## src/rtl/tmds_multi_channel_receiver_if.sv

```systemverilog
// Signal bundle for the TMDS receive front end: serial lanes in, decoded words out.
// word_valid is a one-cycle strobe with no ready; data_out/ctrl_out/de are stable from that strobe until the next.
interface tmds_multi_channel_receiver_if #(
  parameter int NUM_CHANNELS = 3
);
  logic                      enable;
  logic [NUM_CHANNELS-1:0]   serial_in;
  logic [8*NUM_CHANNELS-1:0] data_out;
  logic [2*NUM_CHANNELS-1:0] ctrl_out;
  logic                      de;
  logic                      word_valid;
  logic                      locked;

  modport master (
    output enable, serial_in,
    input  data_out, ctrl_out, de, word_valid, locked
  );

  modport slave (
    input  enable, serial_in,
    output data_out, ctrl_out, de, word_valid, locked
  );
endinterface

```

## src/rtl/tmds_multi_channel_receiver.sv

```systemverilog
// Multi-lane TMDS receiver: per-lane deserialiser, lane-0 token word alignment with
// lock/loss tracking, and registered per-lane 8b/10b TMDS decode.
module tmds_multi_channel_receiver #(
  parameter int NUM_CHANNELS = 3,
  parameter int LOCK_TOKENS  = 4,
  parameter int MAX_DATA_RUN = 2048
) (
  input  logic                         clk,
  input  logic                         rst,
  tmds_multi_channel_receiver_if.slave bus,
  output logic [1:0]                   fsm_state
);
  localparam int TOK_W = $clog2(LOCK_TOKENS + 1);
  localparam int RUN_W = $clog2(MAX_DATA_RUN + 2);
  localparam logic [TOK_W-1:0] TOK_LOCK  = TOK_W'(LOCK_TOKENS);
  localparam logic [RUN_W-1:0] RUN_LIMIT = RUN_W'(MAX_DATA_RUN + 1);

  typedef enum logic [1:0] {
    HUNT   = 2'd0,
    VERIFY = 2'd1,
    LOCKED = 2'd2
  } state_t;

  state_t           state, state_next;
  logic [9:0]       sr      [NUM_CHANNELS];
  logic [9:0]       sr_next [NUM_CHANNELS];
  logic [3:0]       bit_cnt, bit_cnt_next;
  logic [TOK_W-1:0] tok_cnt, tok_cnt_next, tok_inc;
  logic [RUN_W-1:0] run_cnt, run_cnt_next, run_inc;
  logic             pending, pending_next;
  logic             boundary;
  logic             lane0_token;

  function automatic logic is_token(input logic [9:0] w);
    return (w == 10'h354) || (w == 10'h0AB) || (w == 10'h154) || (w == 10'h2AB);
  endfunction

  function automatic logic [1:0] token_code(input logic [9:0] w);
    case (w)
      10'h0AB: return 2'b01;
      10'h154: return 2'b10;
      10'h2AB: return 2'b11;
      default: return 2'b00;
    endcase
  endfunction

  // Undo the optional inversion, then the XOR/XNOR transition chain selected by q[8].
  function automatic logic [7:0] decode_word(input logic [9:0] w);
    logic [8:0] q;
    logic [7:0] d;
    q    = w[9] ? {w[8], ~w[7:0]} : w[8:0];
    d[0] = q[0];
    for (int i = 1; i < 8; i++) begin
      d[i] = q[8] ? (q[i] ^ q[i-1]) : ~(q[i] ^ q[i-1]);
    end
    return d;
  endfunction

  always_comb begin
    for (int n = 0; n < NUM_CHANNELS; n++) begin
      sr_next[n] = {bus.serial_in[n], sr[n][9:1]};
    end
  end

  assign boundary    = (bit_cnt == 4'd9);
  assign lane0_token = is_token(sr_next[0]);
  assign tok_inc     = tok_cnt + TOK_W'(1);
  assign run_inc     = run_cnt + RUN_W'(1);
  assign fsm_state   = state;

  always_comb begin
    state_next   = state;
    bit_cnt_next = boundary ? 4'd0 : bit_cnt + 4'd1;
    tok_cnt_next = tok_cnt;
    run_cnt_next = run_cnt;
    pending_next = 1'b0;
    unique case (state)
      HUNT: begin
        // A token can complete on any bit; realign the word counter to it.
        if (lane0_token) begin
          bit_cnt_next = 4'd0;
          tok_cnt_next = TOK_W'(1);
          run_cnt_next = '0;
          state_next   = (LOCK_TOKENS == 1) ? LOCKED : VERIFY;
        end
      end
      VERIFY: begin
        if (boundary) begin
          if (lane0_token) begin
            tok_cnt_next = tok_inc;
            if (tok_inc == TOK_LOCK) begin
              state_next   = LOCKED;
              run_cnt_next = '0;
            end
          end else begin
            tok_cnt_next = '0;
            state_next   = HUNT;
          end
        end
      end
      LOCKED: begin
        if (boundary) begin
          run_cnt_next = lane0_token ? '0 : run_inc;
          if (!lane0_token && (run_inc == RUN_LIMIT)) begin
            state_next   = HUNT;
            tok_cnt_next = '0;
          end else begin
            pending_next = 1'b1;
          end
        end
      end
      default: state_next = HUNT;
    endcase
  end

  always_ff @(posedge clk or posedge rst) begin
    if (rst) begin
      state   <= HUNT;
      bit_cnt <= '0;
      tok_cnt <= '0;
      run_cnt <= '0;
      pending <= 1'b0;
      for (int n = 0; n < NUM_CHANNELS; n++) sr[n] <= '0;
    end else if (bus.enable) begin
      state   <= state_next;
      bit_cnt <= bit_cnt_next;
      tok_cnt <= tok_cnt_next;
      run_cnt <= run_cnt_next;
      pending <= pending_next;
      for (int n = 0; n < NUM_CHANNELS; n++) sr[n] <= sr_next[n];
    end
  end

  // Decode one edge after the boundary; sr still holds the completed word then.
  always_ff @(posedge clk or posedge rst) begin
    if (rst) begin
      bus.data_out   <= '0;
      bus.ctrl_out   <= '0;
      bus.de         <= 1'b0;
      bus.word_valid <= 1'b0;
      bus.locked     <= 1'b0;
    end else begin
      bus.locked     <= (state == LOCKED);
      bus.word_valid <= 1'b0;
      if (bus.enable && pending) begin
        bus.word_valid <= 1'b1;
        bus.de         <= !is_token(sr[0]);
        for (int n = 0; n < NUM_CHANNELS; n++) begin
          if (is_token(sr[n])) begin
            bus.data_out[8*n +: 8] <= 8'h00;
            bus.ctrl_out[2*n +: 2] <= token_code(sr[n]);
          end else begin
            bus.data_out[8*n +: 8] <= decode_word(sr[n]);
          end
        end
      end
    end
  end
endmodule
```

## src/flat_wrapper.sv

```systemverilog
// flat-port wrapper written by rule: the top's interface ports become plain ports
module tmds_multi_channel_receiver_flat 
#(
  parameter int NUM_CHANNELS = 3,
  parameter int LOCK_TOKENS  = 4,
  parameter int MAX_DATA_RUN = 2048
)
  (clk, rst, fsm_state, bus_enable, bus_serial_in, bus_data_out, bus_ctrl_out, bus_de, bus_word_valid, bus_locked);
  tmds_multi_channel_receiver_if #(.NUM_CHANNELS(NUM_CHANNELS)) bus_i ();
  input  logic clk;
  input  logic rst;
  output logic [1:0] fsm_state;
  input wire logic [$bits(bus_i.enable)-1:0] bus_enable;
  input wire logic [$bits(bus_i.serial_in)-1:0] bus_serial_in;
  output wire logic [$bits(bus_i.data_out)-1:0] bus_data_out;
  output wire logic [$bits(bus_i.ctrl_out)-1:0] bus_ctrl_out;
  output wire logic [$bits(bus_i.de)-1:0] bus_de;
  output wire logic [$bits(bus_i.word_valid)-1:0] bus_word_valid;
  output wire logic [$bits(bus_i.locked)-1:0] bus_locked;
  assign bus_i.enable = bus_enable;
  assign bus_i.serial_in = bus_serial_in;
  assign bus_data_out = bus_i.data_out;
  assign bus_ctrl_out = bus_i.ctrl_out;
  assign bus_de = bus_i.de;
  assign bus_word_valid = bus_i.word_valid;
  assign bus_locked = bus_i.locked;
  tmds_multi_channel_receiver #(.NUM_CHANNELS(NUM_CHANNELS), .LOCK_TOKENS(LOCK_TOKENS), .MAX_DATA_RUN(MAX_DATA_RUN)) u_core (.clk(clk), .rst(rst), .bus(bus_i), .fsm_state(fsm_state));
endmodule
```

## config.mk

```make
export PLATFORM = sky130hd
export DESIGN_NAME = tmds_multi_channel_receiver_flat
export DESIGN_NICKNAME = d
export VERILOG_FILES = /design/src/rtl/tmds_multi_channel_receiver_if.sv /design/src/rtl/tmds_multi_channel_receiver.sv /design/src/flat_wrapper.sv
export SDC_FILE = /design/constraint.sdc
export NUM_CORES = 1
export LEC_CHECK = 0
export CORE_MARGIN = 1.5
export CORE_UTILIZATION = 45
export DETAILED_ROUTE_END_ITERATION = 8
export PLACE_DENSITY = 0.73
export RECOVER_POWER = 100
export SYNTH_ARGS = -nofsm -noshare
export SYNTH_HDL_FRONTEND = slang
export SYNTH_SLANG_ARGS = --single-unit
```

## constraint.sdc

```tcl
create_clock -name clk -period 2.6 [get_ports clk]
set_input_delay 0.26 -clock clk [delete_from_list [all_inputs] [get_ports clk]]
set_output_delay 0.26 -clock clk [all_outputs]
set_load 0.02 [all_outputs]
```

==> flow_summary.toml <==
[worst_setup_path]
ff2ff_setup_slack_ns = 0.13
r2r_end = "u_core.tok_cnt[0]"
critPathRequiredTime_ns = 2.84
critical_path.max_fanout = 11
critPathArrivalTime_ns = 2.72
end_kind = "register"
r2r_cells = 7
rr_startpoint = "u_core.run_cnt[2]"
critPathKind = "register to register"
start_kind = "register"

[power]
switching_power_mw = 1.56
p_int_mw = 2.78
swShare_pct = 35.9
p_clk_share_pct = 22.8
power.density_nw_per_um2 = 826
pwr-share-comb_pct = 33.6
power_mw = 4.34
seqPwrFrac_pct = 43.6
ir_drop_v = 0.000325
p_leak_nw = 2.47

[synthesis]
synth_top_family_by_area = "compound AO/OA/AOI/OAI gates"
synth_top_cell_by_area = "dfrtp_1"
yosys.area.top_type_share_pct = 47.3
synth_common_cells = "dfrtp_1 (85), nand2_1 (52), o21ai_0 (42), inv_1 (29), ha_1 (24)"
synth_compound_area_share_pct = 15.1
yosys_most_used_dff = "dfrtp_1"
synthSimpleGateAreaFrac_pct = 14.6
synthAdderAreaFrac_pct = 6.67
synth_xor_area_share_pct = 7.20
async_flop_share_pct = 100
yosysWarnings = 0
synth_fp_nets = 477
ys_types = 58
syn_area_um2 = 4500
yosysSeqAreaShare_pct = 47.3
synth_edf_count = 0
synth-seq-cells = 85
muxShareOfSynthArea_pct = 4.64
syn_area_per_cell_um2 = 10.1
synth_cells = 447
synth_most_common_cell = "dfrtp_1"
synthTopCellsByArea = "dfrtp_1 (47%), ha_1 (6.7%), o21ai_0 (4.7%), nand2_1 (4.3%), xnor2_1 (4.1%)"

[floorplan]
pin_count = 41
die_h_um = 103
coreArea_um2 = 9730
die-area_um2 = 10600
initial_utilization_pct = 46.2
die_w_um = 103
placementRows = 36

[global_routing]
grt_antenna_before_repair = 0
grt_pass1_wl_mm = 14.5
overflow = 0
grt_max_degree = 55
grt_pass1_vias = 3238
grt_usage_pct = 17.1

[clock_tree]
cts-root-buf = "clkbuf_8"
clk_pin_slew_ns = 0.09
cts.sinks = 85
cts_tree = "yes"
holdBufCountCts = 0
htreeDepth = 3
clk_path_buf_depth = 2
post_cts_buffers = 0
cts_made_buffers = 9
clk_latency_ns = 0.36

[timing]
fin_crit_ns = 2.47
finalSetupViolCount = 0
finalCritPeriodShare_pct = 95.2
fin_setup_tns_ns = 0
maxSlewHeadroom_pct = 0.592
worst_pin_slew_ns = 1.49
skew_ns = 0.0205
drv_slew = 0
hold_violations = 0
fmax_mhz = 404
grt_setup_unrepaired = "no"

[worst_hold_path]
holdCritStartpoint = "bus_enable"
min_path_cells = 2
hp-class = "input port to register"
min_delay_worst_endpoint = "u_core.pending"

[placed_design]
place_congestion = 0.884
port_buffers = 40
dp_hpwl_mm = 6.00

[final_layout]
layout-drive-gt1-share_pct = 9.49
fillers = 881
fin_nets = 520
finish.utilization_pct = 54.0
area_delta_synth_final_pct = 16.8
diodes = 0

[flow_run]
max-cap-violations = 1

[routing]
avgRoutedWirePerCell_um = 13.3
drc = 0
viasPerCell = 5.28
routed_wl_mm = 8.35
ant_nets = 0
drt_iter0_drc = 169
dr.pass1.iters = 4
vias = 3314

[outcome]
violations = "capacitance limit"
outcome = "complete, but fails checks"
[layout by cell type (no fill, tap or decap), types with 16 or more instances in the layout]
| cell | n |
|---|---|
| dfrtp_1 | 85 |
| nand2_1 | 52 |
| o21ai_0 | 43 |
| dlygate4sd3_1 | 36 |
| inv_1 | 28 |
| ha_1 | 24 |
| o31ai_1 | 23 |
| xnor2_1 | 21 |
| nor2_1 | 20 |
| xor2_1 | 16 |
[power groups by stage]
stage	sequential, mW	combinational (mW)	clock, mW
after global routing	1.95	1.63	1.08
after floorplan	2.05	0.838	0
final	1.89	1.46	0.991
after detailed placement	1.93	1.54	0
after CTS	1.90	1.55	1.02
after global placement	1.91	1.52	0
[sequential cells by signal (all words and copies together) (netlist names)]
register	flops
u_core.bus.data_out	24
u_core.bus.de	1
u_core.pending	1
u_core.bus.locked	1
u_core.tok_cnt	3
u_core.sr	30
u_core.bus.word_valid	1
u_core.run_cnt	12
u_core.fsm_state	2
u_core.bit_cnt	4
u_core.bus.ctrl_out	6
[metal layers]
| layer | global-route usage (%) | vias up | part of all wire (%) |
|---|---|---|---|
| li1 | - | 1658 | - |
| met1 | 21.6 | 1593 | 48 |
| met2 | 30.0 | 58 | 47 |
| met3 | 3.59 | 5 | 3.7 |
| met4 | 4.47 | 0 | 0.81 |
| met5 | 0 | - | 0 |
[stage by stage]
stage / instances / area, um2 / worst slack [ns] / hold slack [ns]
finish: 628 / 5250 / 0.126 / 0.383
CTS: 628 / 5290 / 0.117 / 0.147
global route: 628 / 5250 / 0.00859 / 0.384
detailed placement: 612 / 5080 / 0.145 / 0.467
floorplan: 447 / 4500 / 0.147 / 0.412
global placement: 612 / 5080 / 0.222 / 0.459
[cell type report]
cell class	instances	area [um2]	share of cell area, %
Clock buffer	9	124	2.36
Clock inverter	7	85.1	1.62
Inverter	29	110	2.10
Multi-Input combinational cell	312	2180	41.5
Sequential cell	85	2130	40.5
Tap cell	133	166	3.17
Timing Repair Buffer	53	463	8.81
[critical path, cell delays in order, from the launching register on]
cell and delay, ns:
dfrtp_1 0.51, nand4_2 0.20, nor3_4 0.26, xor2_1 0.18
nand4_1 0.12, o41a_1 0.46, a211o_1 0.31, mux2_4 0.32
[timing repair]
item                                   CTS  global route
endpoints found under the hold margin    0             0
gates resized for setup                  0             1
setup endpoints to repair                0             1
[how the worst max path moves through the flow]
stage / start / endpoint / slack, ns / depth (start not counted)
2_1_floorplan: rst / u_core.bit_cnt[0] / 0.15 / 1
3_3_place_gp: u_core.run_cnt[0] / u_core.tok_cnt[1] / 0.22 / 7
3_5_place_dp: u_core.run_cnt[0] / u_core.tok_cnt[0] / 0.15 / 7
4_1_cts: u_core.run_cnt[2] / u_core.tok_cnt[0] / 0.12 / 7
5_1_grt: u_core.run_cnt[2] / u_core.tok_cnt[0] / 0.009 / 6
6_report: u_core.run_cnt[2] / u_core.tok_cnt[0] / 0.13 / 7
[cells by family (layout without fill, tap and decap cells)]
| kind of cell | count (synthesis) | in the layout |
|---|---|---|
| compound gates | 105 | 105 |
| fa+ha+maj | 24 | 24 |
| mux | 18 | 18 |
| buf+inv | 50 | 98 |
| flops | 85 | 85 |
| simple gates | 128 | 128 |
| xor+xnor | 37 | 37 |
Note: power is estimated with default switching activity, not from simulation.
